--- config.mk ---
export PLATFORM = sky130hd
export DESIGN_NAME = lifo_stream_drain_flat
export DESIGN_NICKNAME = d
export VERILOG_FILES = /design/src/rtl/lifo_stream_drain_if.sv /design/src/rtl/lifo_stream_drain.sv /design/src/flat_wrapper.sv
export SDC_FILE = /design/constraint.sdc
export NUM_CORES = 1
export LEC_CHECK = 0
export ABC_AREA = 1
export CORE_MARGIN = 8
export CORE_UTILIZATION = 45
export CTS_BUF_LIST = sky130_fd_sc_hd__clkbuf_16
export DETAILED_ROUTE_END_ITERATION = 7
export MAX_ROUTING_LAYER = met4
export PLACE_DENSITY = 0.83
export SLEW_MARGIN = 20
export SYNTH_ARGS = -nofsm -noshare
export SYNTH_HDL_FRONTEND = slang
export SYNTH_SLANG_ARGS = --single-unit
--- constraint.sdc ---
create_clock -name clk -period 2 [get_ports clk]
set_input_delay 0.2 -clock clk [delete_from_list [all_inputs] [get_ports clk]]
set_output_delay 0.2 -clock clk [all_outputs]
set_load 0.02 [all_outputs]
--- src/rtl/lifo_stream_drain_if.sv ---
// LIFO-drain bus: LIFO pop side, flush, and the outgoing valid/ready stream.
// pop_count exists only when LIFO_DRAIN_CNT_EN is defined.
interface lifo_stream_drain_if #(
  parameter int DATA_WIDTH = 4
) ();
  logic                  lifo_empty;
  logic [DATA_WIDTH-1:0] lifo_dout;
  logic                  lifo_rd_en;
  logic                  flush;
  logic                  m_valid;
  logic                  m_ready;
  logic [DATA_WIDTH-1:0] m_data;
`ifdef LIFO_DRAIN_CNT_EN
  logic [15:0]           pop_count;
`endif

  modport master (
`ifdef LIFO_DRAIN_CNT_EN
    output pop_count,
`endif
    input  lifo_empty, lifo_dout, flush, m_ready,
    output lifo_rd_en, m_valid, m_data
  );

  modport slave (
`ifdef LIFO_DRAIN_CNT_EN
    input  pop_count,
`endif
    output lifo_empty, lifo_dout, flush, m_ready,
    input  lifo_rd_en, m_valid, m_data
  );
endinterface

--- src/rtl/lifo_stream_drain.sv ---
// Pops a 1-cycle-latency LIFO and re-presents words as a valid/ready stream via a 2-entry skid.
// Optional accepted-word counter enabled by LIFO_DRAIN_CNT_EN.
module lifo_stream_drain #(
  parameter int DATA_WIDTH = 4
) (
  input  logic                 clk,
  input  logic                 rst,
  lifo_stream_drain_if.master  bus
);

  logic [DATA_WIDTH-1:0] r_mem [2];
  logic [1:0]            r_cnt;
  logic                  r_head;
  logic                  r_tail;
  logic                  r_inflight;

  logic                  w_valid;
  logic                  w_hs;
  logic                  w_rd_en;
  logic [2:0]            w_occ;

  assign w_valid = (r_cnt != 2'd0);
  assign w_hs    = w_valid & bus.m_ready;

  // Occupancy once this cycle's in-flight word lands and any accepted word leaves.
  assign w_occ   = {1'b0, r_cnt} + {2'b00, r_inflight} - {2'b00, w_hs};
  assign w_rd_en = !bus.lifo_empty & !bus.flush & !rst & (w_occ < 3'd2);

  assign bus.lifo_rd_en = w_rd_en;
  assign bus.m_valid    = w_valid;
  assign bus.m_data     = r_mem[r_head];

  always_ff @(posedge clk) begin
    if (rst) begin
      r_cnt      <= 2'd0;
      r_head     <= 1'b0;
      r_tail     <= 1'b0;
      r_inflight <= 1'b0;
      r_mem[0]   <= '0;
      r_mem[1]   <= '0;
    end else if (bus.flush) begin
      r_cnt      <= 2'd0;
      r_head     <= 1'b0;
      r_tail     <= 1'b0;
      r_inflight <= 1'b0;
    end else begin
      r_inflight <= w_rd_en;
      if (r_inflight) begin
        r_mem[r_tail] <= bus.lifo_dout;
        r_tail        <= ~r_tail;
      end
      if (w_hs) begin
        r_head <= ~r_head;
      end
      r_cnt <= r_cnt + {1'b0, r_inflight} - {1'b0, w_hs};
    end
  end

`ifdef LIFO_DRAIN_CNT_EN
  logic [15:0] r_pop_count;

  // Saturating; flush leaves it alone so it tracks total delivered words.
  always_ff @(posedge clk) begin
    if (rst) begin
      r_pop_count <= 16'd0;
    end else if (w_hs && (r_pop_count != 16'hFFFF)) begin
      r_pop_count <= r_pop_count + 16'd1;
    end
  end

  assign bus.pop_count = r_pop_count;
`endif

endmodule

--- src/flat_wrapper.sv ---
// flat-port wrapper written by rule: the top's interface ports become plain ports
module lifo_stream_drain_flat 
#(
  parameter int DATA_WIDTH = 4
)
  (clk, rst, bus_lifo_empty, bus_lifo_dout, bus_flush, bus_m_ready, bus_lifo_rd_en, bus_m_valid, bus_m_data);
  lifo_stream_drain_if #(.DATA_WIDTH(DATA_WIDTH)) bus_i ();
  input  logic clk;
  input  logic rst;
  input wire logic [$bits(bus_i.lifo_empty)-1:0] bus_lifo_empty;
  input wire logic [$bits(bus_i.lifo_dout)-1:0] bus_lifo_dout;
  input wire logic [$bits(bus_i.flush)-1:0] bus_flush;
  input wire logic [$bits(bus_i.m_ready)-1:0] bus_m_ready;
  output wire logic [$bits(bus_i.lifo_rd_en)-1:0] bus_lifo_rd_en;
  output wire logic [$bits(bus_i.m_valid)-1:0] bus_m_valid;
  output wire logic [$bits(bus_i.m_data)-1:0] bus_m_data;
  assign bus_i.lifo_empty = bus_lifo_empty;
  assign bus_i.lifo_dout = bus_lifo_dout;
  assign bus_i.flush = bus_flush;
  assign bus_i.m_ready = bus_m_ready;
  assign bus_lifo_rd_en = bus_i.lifo_rd_en;
  assign bus_m_valid = bus_i.m_valid;
  assign bus_m_data = bus_i.m_data;
  lifo_stream_drain #(.DATA_WIDTH(DATA_WIDTH)) u_core (.clk(clk), .rst(rst), .bus(bus_i));
endmodule
==> results by group, run 1 <==
Run
  • Maximum Capacitance Violations: 0

Run status
  • Failing checks: negative setup slack
  • Status: finished with violations

CTS
  • Clk sinks: 14
  • Htree depth: 1
  • CTS tree: built
  • Total CTS buffers: 3
  • Clk_lat worst skew: 0.24 ns
  • Root Driver: clkbuf_16
  • Max clock buf depth: 2
  • Hold-fix buffer count after cts: 0
  • Clk pin slew, worst setup/hold paths: 0.04 ns

STA
  • Max-slew headroom: 84.3%
  • Final setup vio count: 1
  • Worst clock skew: 0.000683 ns
  • Fmax: 0.433 GHz
  • Pins Over Slew Limit: 0
  • RSZ-0062 raised after global routing: yes
  • Final hold vios: 0
  • Final setup TNS: -0.309 ns
  • Min Clock Period, post-route: 2.31 ns
  • Slew @ Worst Pin: 0.234 ns
  • Post-route clock period utilization: 115%
  • Worst setup margin: -0.309 ns

Synth
  • Top post-synthesis cells by area: edfxtp_1, dfxtp_1, nor2_1, inv_1, mux2_2
  • Area share of the leading cell type in the synthesized netlist: 37.2%
  • Mapped cell area: 646 µm²
  • Synthesized instance count: 66
  • Post-synth net total: 78
  • Distinct cell type count after synthesis: 15
  • Register area share after synthesis: 55.8%
  • Syn avg cell area: 9.78 µm²
  • Area leader, netlist: edfxtp_1
  • Flops & latches, synth: 14
  • Yosys Warn Count: 0

Global route
  • Gr usage total: 11.2%
  • First-pass GRT wire length: 2300 µm
  • Largest net degree at the start of global routing: 9
  • Vias in the first global route: 549
  • Remaining global-route overflow: 0
  • Initial antenna violation count: 0

Cells and area
  • Net count, final: 105
  • Sequential cell area: 363 µm²
  • Share of layout cells above drive strength 1: 30.4%
  • Post-layout util: 74.8%
  • Fillers: 79
  • Area Growth Syn to Fin: 52.7%
  • Area of the multi-input gates: 273 µm²
  • Commonest non-fill, non-tap cells in the layout: nor2_1, inv_1, clkdlybuf4s50_1, buf_4, edfxtp_1
  • Antenna cell count: 0
  • Most common cell after layout, fill and taps aside: nor2_1

Drt
  • Vias/cell: 4.73
  • First-pass detailed-route iteration total: 4
  • WL final: 1480 µm
  • Antenna-violating nets left: 0
  • DR WL/cell: 13.8 µm
  • DRC errors left: 0
  • Starting DRC count in detailed routing: 8
  • Vias: 506

Critical path
  • Critical path's slowest cell: fa_1
  • CP arrival: 2.11 ns
  • Critical setup path kind: flop to primary output
  • CP Capture Type: primary output
  • Crit-path leading delay family: adder cells
  • CP Data Required Time: 1.80 ns
  • Crit-path cells: nor2_4 -> nor2_4 -> ha_4 -> inv_2 -> ha_4 -> fa_1 -> nor2_1 -> nand2_1 -> nor2_2 -> buf_6
  • CP startpoint kind: flop
  • Crit path max fanout: 2
  • CP max stage delay: 0.48 ns
  • Worst Path Buf+Inv: 2

Floorplanning
  • Die H: 53.9 µm
  • I/O pin count: 15
  • Initial core utilization: 49.0%
  • Core Area: 1320 µm²
  • Die area: 2900 µm²
  • Die W: 53.9 µm
  • Row cnt: 13

Power
  • Pwr Total: 781 µW
  • Cell Pwr Density: 792 nW/µm²
  • Maximum vdd drop: 0.000628 V
  • LEAKAGE: 0.000429 µW

Worst hold path
  • Hold WC Path Type: input pin to flop

Place
  • DP Worst Slack: -0.840 ns
  • Gpl congestion: 0.700
  • Hpwl dp: 1030 µm
  • Port bufs: 14
-- cells in the mapped netlist --
cell       n
ha_1       2
xnor2_1    1
inv_1     13
mux2_2     4
nand2_2    1
fa_1       1
dfxtp_1    6
nor2_2     1
nand2_1    6
nor2_4     1
inv_2      1
nor2_1    18
nand3_1    2
edfxtp_1   8
nand3_2    1
-- worst paths after layout --
kind,startpoint,to,slack [ns],cells past startpoint
worst max-delay path,u_core.r_cnt[0],bus_lifo_rd_en,-0.31,10
worst min-delay path,bus_m_ready,u_core.r_head,0.44,4
worst max register to register,u_core.r_cnt[0],u_core.r_inflight,0.22,9
worst min register to register,u_core.r_tail,u_core.r_tail,0.50,2
-- report_power, final --
part,switching [µW],internal [µW],leakage [µW]
registers,4.85,315,0.000132
clock network,108,264,0.0000385
logic,43.4,46.0,0.000259
-- kinds of logic (layout without fill, tap and decap cells) --
logic type	Yosys count	count (layout)	synth area share [%]
xor+xnor	1	1	1.36
buf+inv	14	40	8.14
simple gates	30	30	20.7
mux	4	4	6.98
flops	14	14	55.8
fa+ha+maj	3	3	6.98
-- per-stage QoR --
step	instances	instance area [µm²]	hold WS (ns)
after floorplan	66	648	0.365
after global placement	100	845	0.483
after detailed placement	100	845	0.493
after CTS	105	938	0.413
after global routing	107	986	0.494
final	107	986	0.441
-- cell type report --
type                            instances  area share, %
Multi-Input combinational cell         38           27.7
Clock inverter                          1          0.381
Timing Repair Buffer                   22           20.3
Clock buffer                            3           7.61
Tap cell                               15           1.90
Inverter                               14           5.33
Sequential cell                        14           36.8
-- metal layers --
metal / track usage, % / share of wire [%]
met1: 11.2 / 41
met2: 19.5 / 54
met3: 2.48 / 3.6
met4: 6.30 / 1.7
met5: - / 0
-- state kept, by name, summed over array words and instances (netlist names), named ones only --
signal             count
u_core.r_cnt           2
u_core.r_tail          1
u_core.r_head          1
u_core.r_mem           8
u_core.r_inflight      1
-- what timing repair did --
item | 4_1_cts | 5_1_grt
hold endpoints to repair | 0 | 0
endpoints found under the setup margin | 1 | 1
setup buffers | 1 | 2
gates resized for setup | 11 | 5
pin swaps | 7 | 7
cloned | 0 | 0
-- tightest hold or removal path, stage by stage --
cell,delay (ns)
dlygate4sd2_1,0.23
nand3_1,0.08
nand2_1,0.08
nor2_1,0.04
Power figures use the tool's default switching activity.
==> run 2: changes to the inputs <==
--- a/config.mk
+++ b/config.mk
@@ -9,6 +9,7 @@
 export CORE_MARGIN = 8
 export CORE_UTILIZATION = 45
 export CTS_BUF_LIST = sky130_fd_sc_hd__clkbuf_16
+export CTS_CLUSTER_SIZE = 10
 export DETAILED_ROUTE_END_ITERATION = 7
 export MAX_ROUTING_LAYER = met4
 export PLACE_DENSITY = 0.83
==> results of run 2 <==
The final DEF is identical to that of run 1; final timing and power are the same.
==> run 3: changes to the inputs <==
--- a/config.mk
+++ b/config.mk
@@ -6,11 +6,11 @@
 export NUM_CORES = 1
 export LEC_CHECK = 0
 export ABC_AREA = 1
-export CORE_MARGIN = 8
 export CORE_UTILIZATION = 45
 export CTS_BUF_LIST = sky130_fd_sc_hd__clkbuf_16
 export CTS_CLUSTER_SIZE = 10
 export DETAILED_ROUTE_END_ITERATION = 7
+export HOLD_SLACK_MARGIN = 0.1
 export MAX_ROUTING_LAYER = met4
 export PLACE_DENSITY = 0.83
 export SLEW_MARGIN = 20
==> run 3 against run 2 <==
The run still ends with negative setup slack left. Combinational power is 15% higher. Largest cell class unchanged. Sequential power hardly changed. First-iteration DRC count is 100% higher. Non-clock buffer count is 10 higher. Highest routed layer unchanged. Clock skew is 0.0044 ns higher.
==> results by group, run 3 (synthesized netlist as in run 1, its figures left out) <==
Cells and area
  • Net count, final: 115 (+9.5%)
  • Regs by FF count: u_core.r_mem (8), u_core.r_cnt (2)
  • Largest Register: u_core.r_mem
  • Max reg flops: 8 (unchanged)
  • Most common cell after layout, fill and taps aside: inv_1
  • Share of layout cells above drive strength 1: 39.2% (+8.8 points)
  • Commonest non-fill, non-tap cells in the layout: inv_1, nor2_1, buf_4, clkdlybuf4s50_1, edfxtp_1
  • Antenna cell count: 0 (unchanged)
  • Area Growth Syn to Fin: 65.3%

Critical path
  • CP max stage delay: 0.46 ns (-0.02 ns)
  • Crit-path cells: nor2_2 -> nor2_2 -> ha_1 -> inv_1 -> ha_2 -> fa_1 -> nor2_1 -> nand2_1 -> nor2_2 -> buf_6
  • CP most frequent cell: nor2_2
  • Critical path's slowest cell: fa_1
  • CP Capture Type: primary output
  • Crit-path leading delay family: adder cells
  • CP Data Required Time: 1.80 ns (about the same)
  • Crit path max fanout: 2 (unchanged)
  • CP arrival: 2.07 ns (-0.04 ns)
  • Critical setup path kind: flop to primary output
  • CP startpoint kind: flop
  • Worst Path Buf+Inv: 2 (unchanged)

Worst hold path
  • Hold WC Path Type: input pin to flop

Power
  • Maximum vdd drop: 0.000534 V (-15%)
  • Pint: 633 µW (+1.4%)
  • Pwr Total: 800 µW (+2.6%)
  • Cell Pwr Density: 750 nW/µm² (-5.3%)
  • Psw: 167 µW (+7.0%)
  • Power share of the clock group: 47.2% (-0.4 points)
  • Logic pwr share: 12.9% (+1.4 points)
  • Net Sw Frac: 20.9% (+0.88 points)
  • Sequential Power Share: 39.9% (-1.1 points)
  • LEAKAGE: 0.000502 µW (+17%)

CTS
  • Clk pin slew, worst setup/hold paths: 0.04 ns (about the same)
  • Root Driver: clkbuf_16
  • Total CTS buffers: 3 (unchanged)
  • Clk sinks: 14 (unchanged)
  • Htree depth: 1 (unchanged)
  • Max clock buf depth: 2 (unchanged)
  • Clk_lat worst skew: 0.24 ns (about the same)
  • CTS tree: built
  • Hold-fix buffer count after cts: 0 (unchanged)

Drt
  • DR WL/cell: 16.3 µm (+18%)
  • Vias/cell: 4.98 (+5.4%)
  • Vias: 583 (+15%)
  • First-pass detailed-route iteration total: 4 (unchanged)
  • Antenna-violating nets left: 0 (unchanged)
  • Starting DRC count in detailed routing: 16 (+8)
  • WL final: 1910 µm (+29%)
  • DRC errors left: 0 (unchanged)

Floorplanning
  • Row cnt: 13 (unchanged)
  • Die H: 39.9 µm (-26%)
  • I/O pin count: 15 (unchanged)
  • Die W: 39.9 µm (-26%)
  • Core Area: 1320 µm² (unchanged)
  • Die area: 1590 µm² (-45%)
  • Initial core utilization: 49.0% (unchanged)

STA
  • Max-slew headroom: 85.6% (+1.3 points)
  • Fmax: 0.440 GHz (+1.5%)
  • Pins Over Slew Limit: 0 (unchanged)
  • RSZ-0062 raised after global routing: yes
  • Final hold slack: 0.489 ns (+0.0475 ns)
  • Min Clock Period, post-route: 2.27 ns (-0.0352 ns)
  • Post-route clock period utilization: 114% (-1.8 points)
  • Final setup vio count: 1 (unchanged)
  • Worst setup margin: -0.273 ns (+0.0352 ns)
  • Slew @ Worst Pin: 0.215 ns (-0.0189 ns)
  • Final hold vios: 0 (unchanged)
  • Worst clock skew: 0.00513 ns (+0.00445 ns)

Place
  • Port bufs: 14 (unchanged)
  • Gpl congestion: 0.782 (+12%)
  • Hpwl dp: 833 µm (-19%)

Run status
  • Status: finished with violations
  • Failing checks: negative setup slack

Global route
  • Remaining global-route overflow: 0 (unchanged)
  • Largest net degree at the start of global routing: 9 (unchanged)
  • First-pass GRT wire length: 3060 µm (+33%)
  • Initial antenna violation count: 0 (unchanged)
  • Vias in the first global route: 657 (+20%)
  • Gr usage total: 33.3% (+22 points)

Run
  • Maximum Capacitance Violations: 0 (unchanged)
## run 3: per-layer routing
metal  routed length (µm)  track usage, %  up-vias
met4                   72            23.3        0
met2                 1030            56.9       21
met3                   42            8.52        8
met5                    0               -        -
met1                  759            32.0      276
li1                     -               -      278
## run 3: area by class of cell
| cell class | count | area (µm²) |
|---|---|---|
| Inverter | 14 | 52.6 |
| Fill cell | 63 | 250 |
| Timing Repair Buffer | 32 | 294 |
| Clock inverter | 1 | 3.75 |
| Clock buffer | 3 | 75.1 |
| Sequential cell | 14 | 363 |
| Multi-Input combinational cell | 38 | 260 |
| Tap cell | 15 | 18.8 |
## run 3: repair_timing
item / 4_1_cts / 5_1_grt
buffers inserted: 18 / 3
setup endpoints to repair: 1 / 4
gates resized for setup: 21 / 4
pin swaps: 8 / 5
## run 3: power by group through the flow
| stage | clock (µW) | sequential [µW] | combinational (µW) |
|---|---|---|---|
| finish | 378 | 320 | 103 |
| global route | 390 | 320 | 112 |
| CTS | 378 | 319 | 99.9 |
| detailed placement | 0 | 323 | 77.3 |
| global placement | 0 | 323 | 75.3 |
| floorplan | 0 | 323 | 38.1 |
## run 3: path summary, 6_finish.rpt
path	from	end	slack [ns]	cells after the start
worst max-delay path	u_core.r_cnt[1]	bus_lifo_rd_en	-0.27	10
worst min-delay path	bus_m_ready	u_core.r_head	0.49	4
worst max register to register	u_core.r_cnt[1]	flop	0.09	14
worst min register to register	u_core.r_tail	u_core.r_tail	0.54	2
## run 3: tightest hold or removal path, cell delays in order
cell,delay (ns)
dlygate4sd2_1,0.22
nand3_1,0.08
nand2_1,0.11
nor2_2,0.06
## run 3: through the flow
stage	area [µm²]	instances	util (%)	setup TNS [ns]	worst slack (ns)
global placement	837	99	63.5	-0.814	-0.776
floorplan	648	66	-	0	0.0375
finish	1070	117	81.0	-0.273	-0.273
global route	1070	117	81.0	-0.347	-0.347
CTS	1100	121	83.4	-0.590	-0.279
detailed placement	837	99	63.5	-0.865	-0.807
